===== src/rtl/cpu_memory_stage_if.sv =====
// Data-bus interface for the CPU memory stage.
// Single-outstanding request/ready bus:
//   request  master->slave  access pending; fields below held stable until ready
//   rw       master->slave  1=write, 0=read
//   address  master->slave  word-aligned byte address
//   byte_en  master->slave  active byte lanes
//   wdata    master->slave  lane-replicated store data
//   ready    slave->master  access completes this cycle
//   rdata    slave->master  read data, valid with ready on a read
interface cpu_memory_stage_if;
  logic        request;
  logic        rw;
  logic [31:0] address;
  logic [3:0]  byte_en;
  logic [31:0] wdata;
  logic        ready;
  logic [31:0] rdata;

  modport master (
    output request, rw, address, byte_en, wdata,
    input  ready, rdata
  );

  modport slave (
    input  request, rw, address, byte_en, wdata,
    output ready, rdata
  );
endinterface


===== src/rtl/cpu_memory_stage.sv =====
// CPU pipeline memory stage between execute and writeback.
// Accepts one execute result per tag toggle, performs loads/stores over a
// single-outstanding data bus and registers the stage result (tag, inst_rd, rd)
// that the forwarding unit and writeback read.
// Ports:
//   i_clock, i_reset        clock, asynchronous active-low reset
//   i_tag .. i_mem_wdata    execute-stage result and memory operation
//   bus                     data bus (master side)
//   o_tag, o_inst_rd, o_rd  registered memory-stage result
//   o_busy                  stage cannot accept; upstream holds its outputs
//   o_fault                 one-cycle pulse on misaligned access or bus timeout
module cpu_memory_stage #(
  parameter int unsigned BUS_TIMEOUT = 255
) (
  input  logic                       i_clock,
  input  logic                       i_reset,
  input  logic                       i_tag,
  input  logic [4:0]                 i_inst_rd,
  input  logic [31:0]                i_rd,
  input  logic                       i_mem_read,
  input  logic                       i_mem_write,
  input  logic [1:0]                 i_mem_width,
  input  logic                       i_mem_signed,
  input  logic [31:0]                i_mem_address,
  input  logic [31:0]                i_mem_wdata,
  cpu_memory_stage_if.master         bus,
  output logic                       o_tag,
  output logic [4:0]                 o_inst_rd,
  output logic [31:0]                o_rd,
  output logic                       o_busy,
  output logic                       o_fault
);

  localparam int unsigned CntW = (BUS_TIMEOUT > 1) ? $clog2(BUS_TIMEOUT) : 1;

  typedef enum logic [1:0] {StIdle, StBus, StDone} state_e;

  state_e state_q, state_d;

  // Stage result
  logic        tag_q, tag_d;
  logic [4:0]  inst_rd_q, inst_rd_d;
  logic [31:0] rd_q, rd_d;
  logic        fault_q, fault_d;

  // Bus request registers
  logic        req_q, req_d;
  logic        rw_q, rw_d;
  logic [31:0] addr_q, addr_d;
  logic [3:0]  be_q, be_d;
  logic [31:0] wdata_q, wdata_d;

  // Pending instruction context
  logic        p_tag_q, p_tag_d;
  logic [4:0]  p_rd_q, p_rd_d;
  logic [1:0]  p_lane_q, p_lane_d;
  logic [1:0]  p_width_q, p_width_d;
  logic        p_signed_q, p_signed_d;
  logic [31:0] rdata_q, rdata_d;
  logic [CntW-1:0] cnt_q, cnt_d;

  logic        accept;
  logic        mem_op;
  logic        aligned;
  logic        start_bus;
  logic        timeout_hit;
  logic [3:0]  be_calc;
  logic [31:0] wdata_calc;

  // Extract and extend a sub-word load from the latched bus word.
  function automatic logic [31:0] load_extract(input logic [31:0] data,
                                               input logic [1:0]  lane,
                                               input logic [1:0]  width,
                                               input logic        sgn);
    logic [7:0]  b;
    logic [15:0] h;
    b = 8'(data >> {lane, 3'b000});
    h = lane[1] ? data[31:16] : data[15:0];
    case (width)
      2'd0:    load_extract = {{24{sgn & b[7]}}, b};
      2'd1:    load_extract = {{16{sgn & h[15]}}, h};
      default: load_extract = data;
    endcase
  endfunction

  assign accept  = (state_q == StIdle) && (i_tag != tag_q);
  assign mem_op  = i_mem_read | i_mem_write;
  always_comb begin
    case (i_mem_width)
      2'd0:    aligned = 1'b1;
      2'd1:    aligned = ~i_mem_address[0];
      default: aligned = (i_mem_address[1:0] == 2'b00);
    endcase
  end
  assign start_bus = accept && mem_op && aligned;

  // Counts BUS cycles without ready; the last allowed cycle with no ready aborts.
  assign timeout_hit = (BUS_TIMEOUT != 0) && (state_q == StBus) && !bus.ready &&
                       (cnt_q == CntW'(BUS_TIMEOUT - 1));

  always_comb begin
    case (i_mem_width)
      2'd0: begin
        be_calc    = 4'b0001 << i_mem_address[1:0];
        wdata_calc = {4{i_mem_wdata[7:0]}};
      end
      2'd1: begin
        be_calc    = i_mem_address[1] ? 4'b1100 : 4'b0011;
        wdata_calc = {2{i_mem_wdata[15:0]}};
      end
      default: begin
        be_calc    = 4'b1111;
        wdata_calc = i_mem_wdata;
      end
    endcase
  end

  // FSM state register
  always_ff @(posedge i_clock or negedge i_reset) begin
    if (!i_reset) begin
      state_q <= StIdle;
    end else begin
      state_q <= state_d;
    end
  end

  // FSM next state
  always_comb begin
    state_d = state_q;
    case (state_q)
      StIdle: if (start_bus) state_d = StBus;
      StBus: begin
        if (bus.ready) begin
          state_d = StDone;
        end else if (timeout_hit) begin
          state_d = StIdle;
        end
      end
      StDone:  state_d = StIdle;
      default: state_d = StIdle;
    endcase
  end

  // FSM outputs and datapath next state
  always_comb begin
    tag_d      = tag_q;
    inst_rd_d  = inst_rd_q;
    rd_d       = rd_q;
    fault_d    = 1'b0;
    req_d      = req_q;
    rw_d       = rw_q;
    addr_d     = addr_q;
    be_d       = be_q;
    wdata_d    = wdata_q;
    p_tag_d    = p_tag_q;
    p_rd_d     = p_rd_q;
    p_lane_d   = p_lane_q;
    p_width_d  = p_width_q;
    p_signed_d = p_signed_q;
    rdata_d    = rdata_q;
    cnt_d      = cnt_q;
    o_busy     = (state_q != StIdle) || start_bus;

    case (state_q)
      StIdle: begin
        if (accept) begin
          if (!mem_op) begin
            tag_d     = i_tag;
            inst_rd_d = i_inst_rd;
            rd_d      = (i_inst_rd == 5'd0) ? 32'd0 : i_rd;
          end else if (!aligned) begin
            tag_d     = i_tag;
            inst_rd_d = 5'd0;
            rd_d      = 32'd0;
            fault_d   = 1'b1;
          end else begin
            req_d      = 1'b1;
            rw_d       = i_mem_write;
            addr_d     = {i_mem_address[31:2], 2'b00};
            be_d       = be_calc;
            wdata_d    = wdata_calc;
            p_tag_d    = i_tag;
            p_rd_d     = i_mem_write ? 5'd0 : i_inst_rd;
            p_lane_d   = i_mem_address[1:0];
            p_width_d  = i_mem_width;
            p_signed_d = i_mem_signed;
            cnt_d      = '0;
          end
        end
      end
      StBus: begin
        if (bus.ready) begin
          req_d   = 1'b0;
          rdata_d = bus.rdata;
        end else if (timeout_hit) begin
          // Abort: complete like a misaligned access, no writeback.
          req_d     = 1'b0;
          fault_d   = 1'b1;
          tag_d     = p_tag_q;
          inst_rd_d = 5'd0;
          rd_d      = 32'd0;
        end else begin
          cnt_d = cnt_q + CntW'(1);
        end
      end
      StDone: begin
        tag_d     = p_tag_q;
        inst_rd_d = p_rd_q;
        rd_d      = (p_rd_q == 5'd0) ? 32'd0 :
                    load_extract(rdata_q, p_lane_q, p_width_q, p_signed_q);
      end
      default: ;
    endcase
  end

  always_ff @(posedge i_clock or negedge i_reset) begin
    if (!i_reset) begin
      tag_q      <= 1'b0;
      inst_rd_q  <= '0;
      rd_q       <= '0;
      fault_q    <= 1'b0;
      req_q      <= 1'b0;
      rw_q       <= 1'b0;
      addr_q     <= '0;
      be_q       <= '0;
      wdata_q    <= '0;
      p_tag_q    <= 1'b0;
      p_rd_q     <= '0;
      p_lane_q   <= '0;
      p_width_q  <= '0;
      p_signed_q <= 1'b0;
      rdata_q    <= '0;
      cnt_q      <= '0;
    end else begin
      tag_q      <= tag_d;
      inst_rd_q  <= inst_rd_d;
      rd_q       <= rd_d;
      fault_q    <= fault_d;
      req_q      <= req_d;
      rw_q       <= rw_d;
      addr_q     <= addr_d;
      be_q       <= be_d;
      wdata_q    <= wdata_d;
      p_tag_q    <= p_tag_d;
      p_rd_q     <= p_rd_d;
      p_lane_q   <= p_lane_d;
      p_width_q  <= p_width_d;
      p_signed_q <= p_signed_d;
      rdata_q    <= rdata_d;
      cnt_q      <= cnt_d;
    end
  end

  assign bus.request = req_q;
  assign bus.rw      = rw_q;
  assign bus.address = addr_q;
  assign bus.byte_en = be_q;
  assign bus.wdata   = wdata_q;

  assign o_tag     = tag_q;
  assign o_inst_rd = inst_rd_q;
  assign o_rd      = rd_q;
  assign o_fault   = fault_q;

endmodule


===== src/flat_wrapper.sv =====
// flat-port wrapper written by rule: the top's interface ports become plain ports
module cpu_memory_stage_flat 
#(
  parameter int unsigned BUS_TIMEOUT = 255
)
  (i_clock, i_reset, i_tag, i_inst_rd, i_rd, i_mem_read, i_mem_write, i_mem_width, i_mem_signed, i_mem_address, i_mem_wdata, o_tag, o_inst_rd, o_rd, o_busy, o_fault, bus_request, bus_rw, bus_address, bus_byte_en, bus_wdata, bus_ready, bus_rdata);
  cpu_memory_stage_if bus_i ();
  input  logic i_clock;
  input  logic i_reset;
  input  logic i_tag;
  input  logic [4:0] i_inst_rd;
  input  logic [31:0] i_rd;
  input  logic i_mem_read;
  input  logic i_mem_write;
  input  logic [1:0] i_mem_width;
  input  logic i_mem_signed;
  input  logic [31:0] i_mem_address;
  input  logic [31:0] i_mem_wdata;
  output logic o_tag;
  output logic [4:0] o_inst_rd;
  output logic [31:0] o_rd;
  output logic o_busy;
  output logic o_fault;
  output wire logic [$bits(bus_i.request)-1:0] bus_request;
  output wire logic [$bits(bus_i.rw)-1:0] bus_rw;
  output wire logic [$bits(bus_i.address)-1:0] bus_address;
  output wire logic [$bits(bus_i.byte_en)-1:0] bus_byte_en;
  output wire logic [$bits(bus_i.wdata)-1:0] bus_wdata;
  input wire logic [$bits(bus_i.ready)-1:0] bus_ready;
  input wire logic [$bits(bus_i.rdata)-1:0] bus_rdata;
  assign bus_request = bus_i.request;
  assign bus_rw = bus_i.rw;
  assign bus_address = bus_i.address;
  assign bus_byte_en = bus_i.byte_en;
  assign bus_wdata = bus_i.wdata;
  assign bus_i.ready = bus_ready;
  assign bus_i.rdata = bus_rdata;
  cpu_memory_stage #(.BUS_TIMEOUT(BUS_TIMEOUT)) u_core (.i_clock(i_clock), .i_reset(i_reset), .i_tag(i_tag), .i_inst_rd(i_inst_rd), .i_rd(i_rd), .i_mem_read(i_mem_read), .i_mem_write(i_mem_write), .i_mem_width(i_mem_width), .i_mem_signed(i_mem_signed), .i_mem_address(i_mem_address), .i_mem_wdata(i_mem_wdata), .bus(bus_i), .o_tag(o_tag), .o_inst_rd(o_inst_rd), .o_rd(o_rd), .o_busy(o_busy), .o_fault(o_fault));
endmodule

===== config.mk =====
export PLATFORM = sky130hd
export DESIGN_NAME = cpu_memory_stage_flat
export DESIGN_NICKNAME = d
export VERILOG_FILES = /design/src/rtl/cpu_memory_stage_if.sv /design/src/rtl/cpu_memory_stage.sv /design/src/flat_wrapper.sv
export SDC_FILE = /design/constraint.sdc
export NUM_CORES = 1
export LEC_CHECK = 0
export BUFFER_PORTS_ARGS = -buffer_cell sky130_fd_sc_hd__buf_2
export CAP_MARGIN = 40
export CORE_MARGIN = 2
export CORE_UTILIZATION = 40
export DETAILED_ROUTE_END_ITERATION = 7
export GPL_ROUTABILITY_DRIVEN = 0
export PLACE_DENSITY = 0.66
export SLEW_MARGIN = 10
export SYNTH_ARGS = -nofsm -noshare
export SYNTH_HDL_FRONTEND = slang
export SYNTH_SLANG_ARGS = --single-unit

===== constraint.sdc =====
create_clock -name i_clock -period 4.3 [get_ports i_clock]
set_input_delay 0 -clock i_clock [delete_from_list [all_inputs] [get_ports i_clock]]
set_output_delay 0 -clock i_clock [all_outputs]
set_load 0.05 [all_outputs]

# After elaboration in Yosys (flattened, before gate mapping)
# Cells that the tools add are included.
totals:
  out_inout_bits: 110
  inputBits: 142
  regBits: 160
  wordCells: 110
op_classes:
  n_addsub: 1
  bitwise: 4
  n_shift: 2
  n_eq_ne: 15
  mux: 49
  reduce_logical: 22
op_table:
  columns: ["operator", "n"]
  rows:
  - ["2-to-1 mux 32 bit", 7]
  - ["case mux 32 bit (2 select lines)", 2]
  - ["case mux 32 bit (3 select lines)", 1]
  - ["2-to-1 mux 8 bit", 5]
  - [">> shifter 32 x 5 -> 8 bit", 1]
  - ["2-to-1 mux 5 bit", 6]
  - ["2-to-1 mux 16 bit", 1]
  - ["case mux 8 bit (2 select lines)", 1]
  - ["2-to-1 mux 1 bit", 15]
  - ["case mux 5 bit (3 select lines)", 1]
  - ["logical NOT 5 bit", 2]
  - ["inequality test 2 x 1 -> 1 bit (second input constant)", 5]
  - ["AND reduction 5 bit", 2]
  - ["adder 8 x 1 -> 8 bit (second input constant)", 1]
  - ["== test 8 bit (second input constant)", 1]
  - ["logical NOT 2 bit", 4]
  - ["case mux 4 bit (2 select lines)", 1]
  - ["== test 2 x 1 -> 1 bit (second input constant)", 3]
  - ["2-to-1 mux 2 bit", 3]
  - ["case mux 1 bit (2 select lines)", 3]
  - ["AND reduction 6 bit", 1]
  - ["logical AND 1 bit", 5]
  - ["2-to-1 mux 4 bit", 1]
  - ["inequality test 2 bit (second input constant)", 2]
  - ["16 further kinds", 19]

# Logic depth before layout (Yosys ltp)
logic_depth:
  word_depth: 6
  depth_mapped: 9
  depth_no_buf: 7

# Least setup slack after synthesis
# Ideal clock, no wire load.
synth_path:
  path_type: "flip-flop to flip-flop"
  start: "register u_core.tag_q, in the netlist u_core.o_tag"
  end: "register u_core.cnt_q[3]"
  t_arrival_ps: 2374
  stages_incl_launch_ff: 7
  path_slack_ps: 1857
  setup_time_ps: 69
  required_ps: 4231
  n_path_buf: 1
  period_less_slack_ps: 2443
  cell_sequence: "dfrtp_1 > xor2_1 > or4b_1 > buf_2 > a221o_1 > or4_1 > nand3_1"
synth_via:
  elab_chain_cells: 4
synth_lines:
  columns: ["item", "line_no", "source"]
  rows:
  - ["from (decl)", "cpu_memory_stage.sv:41", "logic tag_q, tag_d;"]
  - ["from (signal assigned)", "cpu_memory_stage.sv:235", "tag_q <= tag_d;"]
  - ["inequality test 1 bit", "cpu_memory_stage.sv:86", "assign accept = (state_q == StIdle) && (i_tag != tag_q);"]
  - ["logical AND 1 bit", "cpu_memory_stage.sv:86", null]
  - ["inequality test 2 x 1 -> 1 bit (no source line)", null, null]
  - ["AND reduction 6 bit (no source line)", null, null]
  - ["to (signal assigned)", "cpu_memory_stage.sv:250", "cnt_q <= cnt_d;"]
  - ["to (decl)", "cpu_memory_stage.sv:60", "logic [CntW-1:0] cnt_q, cnt_d;"]
# No other way between the ends.
# A chain may end at the register's enable or synchronous reset.

# Final worst setup path
layout_path:
  start: "register u_core.state_q[0]"
  end: "register u_core.cnt_q[3]"
layout_via:
  elab_chain_cells: 5
  elab_cells_between_ends: 13
  classes_between: "eq/ne (6); mux (1); reduce/logical (6)"
layout_lines:
  columns: ["item", "line_no", "source"]
  rows:
  - ["from (decl)", "cpu_memory_stage.sv:38", "state_e state_q, state_d;"]
  - ["from (signal assigned)", "cpu_memory_stage.sv:121", "state_q <= StIdle;"]
  - ["from (signal assigned)", "cpu_memory_stage.sv:123", "state_q <= state_d;"]
  - ["== test 2 x 1 -> 1 bit", "cpu_memory_stage.sv:98, cpu_memory_stage.sv:164", null]
  - ["logical AND 1 bit (2 in a row)", "cpu_memory_stage.sv:98", "assign timeout_hit = (BUS_TIMEOUT != 0) && (state_q == StBus) && !bus.ready &&"]
  - ["inequality test 2 bit (no source line)", null, null]
  - ["AND reduction 6 bit (no source line)", null, null]
# Several ways; a longest one is shown, not always the timed one.

==> flow_metrics.env <==
export IMPL_hold_start="i_mem_read"
export IMPL_rrSetupSlack_ns=1.25
export IMPL_numClockSinks=160
export IMPL_max_vdd_ir_drop_mv=0.540
export IMPL_clk_root_buffer_cell="clkbuf_16"
export IMPL_grt_use_total_pct=24.4
export IMPL_post_dp_cell_area_um2=9090
export IMPL_initial_core_util_pct=40.8
export IMPL_synth_area_leaders="dfrtp_1 (52%), mux2_2 (9.3%), o21ai_0 (6.8%), nand2_1 (6.0%), mux2i_1 (3.9%)"
export IMPL_syn_area_um2=7640
export IMPL_setup_tns_final_ns=0
export IMPL_grt_overflow=0
export IMPL_min_path_type="in2reg"
export IMPL_die_h_um=142
export IMPL_avgSynthCellArea_um2=10.1
export IMPL_cp_arrival_ns=3.41
export IMPL_reg2reg_depth=7
export IMPL_ys_warn_count=0
export IMPL_final_util_pct=60.0
export IMPL_drc_errors=0
export IMPL_grt_pass1_wl_mm=38.5
export IMPL_routed_via_density=5.26
export IMPL_cts_tree="done"
export IMPL_critPathMaxFanout=52
export IMPL_hold_violations=0
export IMPL_leakage_nw=5.32
export IMPL_nFillCells=1493
export IMPL_ys_seq_area_share_pct=52.4
export IMPL_worstMarginPinSlew_ns=0.894
export IMPL_p_seq_share_pct=31.2
export IMPL_slew_viol_final=0
export IMPL_clockBufferDepth=2
export IMPL_setup_violations=0
export IMPL_worstReg2RegStart="u_core.state_q[0]"
export IMPL_yosys_area_top_type="dfrtp_1"
export IMPL_synth_edf_count=0
export IMPL_io_pins=252
export IMPL_antenna_left=0
export IMPL_htree_levels=4
export IMPL_synth_cells=756
export IMPL_fin_skew_ns=0.00731
export IMPL_ys_ff_latch=160
export IMPL_port_buffers=249
export IMPL_final_area_um2=11200
export IMPL_finalCritPeriodShare_pct=70.9
export IMPL_synthFlopType="dfrtp_1"
export IMPL_wl_per_cell_um=18.0
export IMPL_switching_share_pct=49.4
export IMPL_yosysTopAreaCellShare_pct=52.4
export IMPL_critPathKind="reg2reg"
export IMPL_yosys_cell_count_top_type="dfrtp_1"
export IMPL_r2r_end="u_core.cnt_q[3]"
export IMPL_netlist_top_cells_count="dfrtp_1 (160), nand2_1 (122), o21ai_0 (104)"
export IMPL_drive_gt1_share_pct=31.7
export IMPL_rows=50
export IMPL_critPathLaunchType="register"
export IMPL_grt_antenna_before_repair=0
export IMPL_grt_pass1_vias=7320
export IMPL_max_slew_margin_rel_pct=40.4
export IMPL_core_um2=18700
export IMPL_firstDrtPassIters=5
export IMPL_synthToLayoutAreaGrowth_pct=46.9
export IMPL_clkTransAtPathRegs_ns=0.07
export IMPL_pwr_share_comb_pct=49.9
export IMPL_worstPathRequired_ns=4.66
export IMPL_hold_ws_ns=0.117
export IMPL_num_vias=7250
export IMPL_layout_nets=1278
export IMPL_clk_latency_ns=0.42
export IMPL_async_flop_share_pct=100
export IMPL_switchingPower_w=0.00438
export IMPL_routed_wl_mm=24.8
export IMPL_cts_inserted_buffers=17
export IMPL_cp_end_kind="register"
export IMPL_min_path_cells=4
export IMPL_grt_max_degree=79
export IMPL_status="finished, final reports clean"
export IMPL_yosysUniqueCellTypes=47
export IMPL_detailed_place_hpwl_mm=15.9
export IMPL_drv_cap=0
export IMPL_die_w_um=142
export IMPL_holdPathEnd="u_core.o_inst_rd[2]"
export IMPL_final_min_clock_period_ns=3.05
export IMPL_fmax_mhz=328
export IMPL_clockPowerShare_pct=18.9
export IMPL_rsz0062_at_grt="false"
export IMPL_dieArea_um2=20200
export IMPL_drt_first_iter_violations=563
export IMPL_power_density_nw_per_um2=791
export IMPL_p_int_w=0.00448
==> power groups by stage <==
stage	clock network, W	logic [W]	registers (W)
floorplan	0	0.00161	0.00429
global placement	0	0.00424	0.00274
detailed placement	0	0.00430	0.00275
CTS	0.00170	0.00441	0.00274
global route	0.00177	0.00473	0.00285
finish	0.00167	0.00443	0.00276
==> cell usage in the layout (no fill, tap or decap), drive strengths merged, types with 14 or more instances in the layout <==
| master | n |
|---|---|
| buf | 262 |
| dfrtp | 160 |
| dlygate4sd3 | 148 |
| nand2 | 122 |
| o21ai | 105 |
| mux2 | 63 |
| a21oi | 36 |
| inv | 31 |
| nor2 | 30 |
| mux2i | 30 |
| a222oi | 24 |
| clkbuf | 17 |
| nand2b | 14 |
| nand3 | 14 |
==> area by class of cell <==
class / count / area (µm²) / share of cell area [%]
flip-flops and latches: 160 / 4000 / 35.7
multi-input cells: 519 / 3330 / 29.7
repair buffers: 410 / 2860 / 25.5
clock buffers: 17 / 425 / 3.79
well taps: 234 / 293 / 2.61
clock inverters: 15 / 219 / 1.95
inverters: 22 / 82.6 / 0.736
diodes: 1 / 2.50 / 0.0223
==> critical path, cell delays in order (launching register included) <==
cell and delay (ns):
dfrtp_1 0.42, inv_1 0.10, ha_1 0.30, o21ai_0 0.17, or4b_4 0.80, a221o_1 0.57, or4_1 0.53, nand3_1 0.09
==> sequential cells by signal, summed over array words and instances, names as in the netlist, 2 cells and up <==
| register | count |
|---|---|
| u_core.bus.address | 30 |
| u_core.bus.byte_en | 4 |
| u_core.bus.wdata | 32 |
| u_core.cnt_q | 8 |
| u_core.o_inst_rd | 5 |
| u_core.o_rd | 32 |
| u_core.p_lane_q | 2 |
| u_core.p_rd_q | 5 |
| u_core.p_width_q | 2 |
| u_core.rdata_q | 32 |
| u_core.state_q | 2 |
==> kinds of logic (layout without fill, tap and decap cells) <==
logic type	after synthesis	count (layout)	synth area share, %
AOI/OAI and AO/OA	207	207	16.9
xor gates and xnor gates	2	2	0.229
adders and majority gates	6	6	0.983
buffers and inverters	78	464	4.14
DFF	160	160	52.4
muxes	93	93	13.2
other	1	3	0.0491
and+or+nand+nor	209	209	12.0
==> metrics by stage <==
step	setup slack (ns)	cells	power, W
6_report	1.25	1378	0.00887
3_5_place_dp	1.30	1197	0.00705
4_1_cts	1.27	1377	0.00885
3_3_place_gp	1.38	1194	0.00698
5_1_grt	1.04	1377	0.00936
2_1_floorplan	1.86	757	0.00591
==> per-layer routing <==
layer	up-vias	global-route usage (%)	wire length, µm
li1	3430	-	-
met1	3463	30.2	10400
met2	310	40.9	11900
met3	47	7.40	1860
met4	0	7.84	522
met5	-	0	0
==> timing repair <==
| action | in CTS | in global routing |
|---|---|---|
| hold buffers | 148 | 0 |
| setup buffers | 0 | 0 |
| resized for setup | 0 | 0 |
| hold endpoints to repair | 238 | 0 |
| endpoints found under the setup margin | 0 | 0 |
==> worst max path at each step <==
stage	start	cells past startpoint	slack, ns	endpoint
global route	u_core.state_q[0]	8	1.04	u_core.cnt_q[4]
CTS	u_core.state_q[0]	7	1.27	u_core.cnt_q[3]
detailed placement	u_core.state_q[0]	7	1.30	u_core.cnt_q[3]
finish	u_core.state_q[0]	7	1.25	u_core.cnt_q[3]
global placement	u_core.state_q[0]	7	1.38	u_core.cnt_q[3]
floorplan	u_core.o_tag	6	1.86	u_core.cnt_q[3]
(Power assumes the default switching activity.)
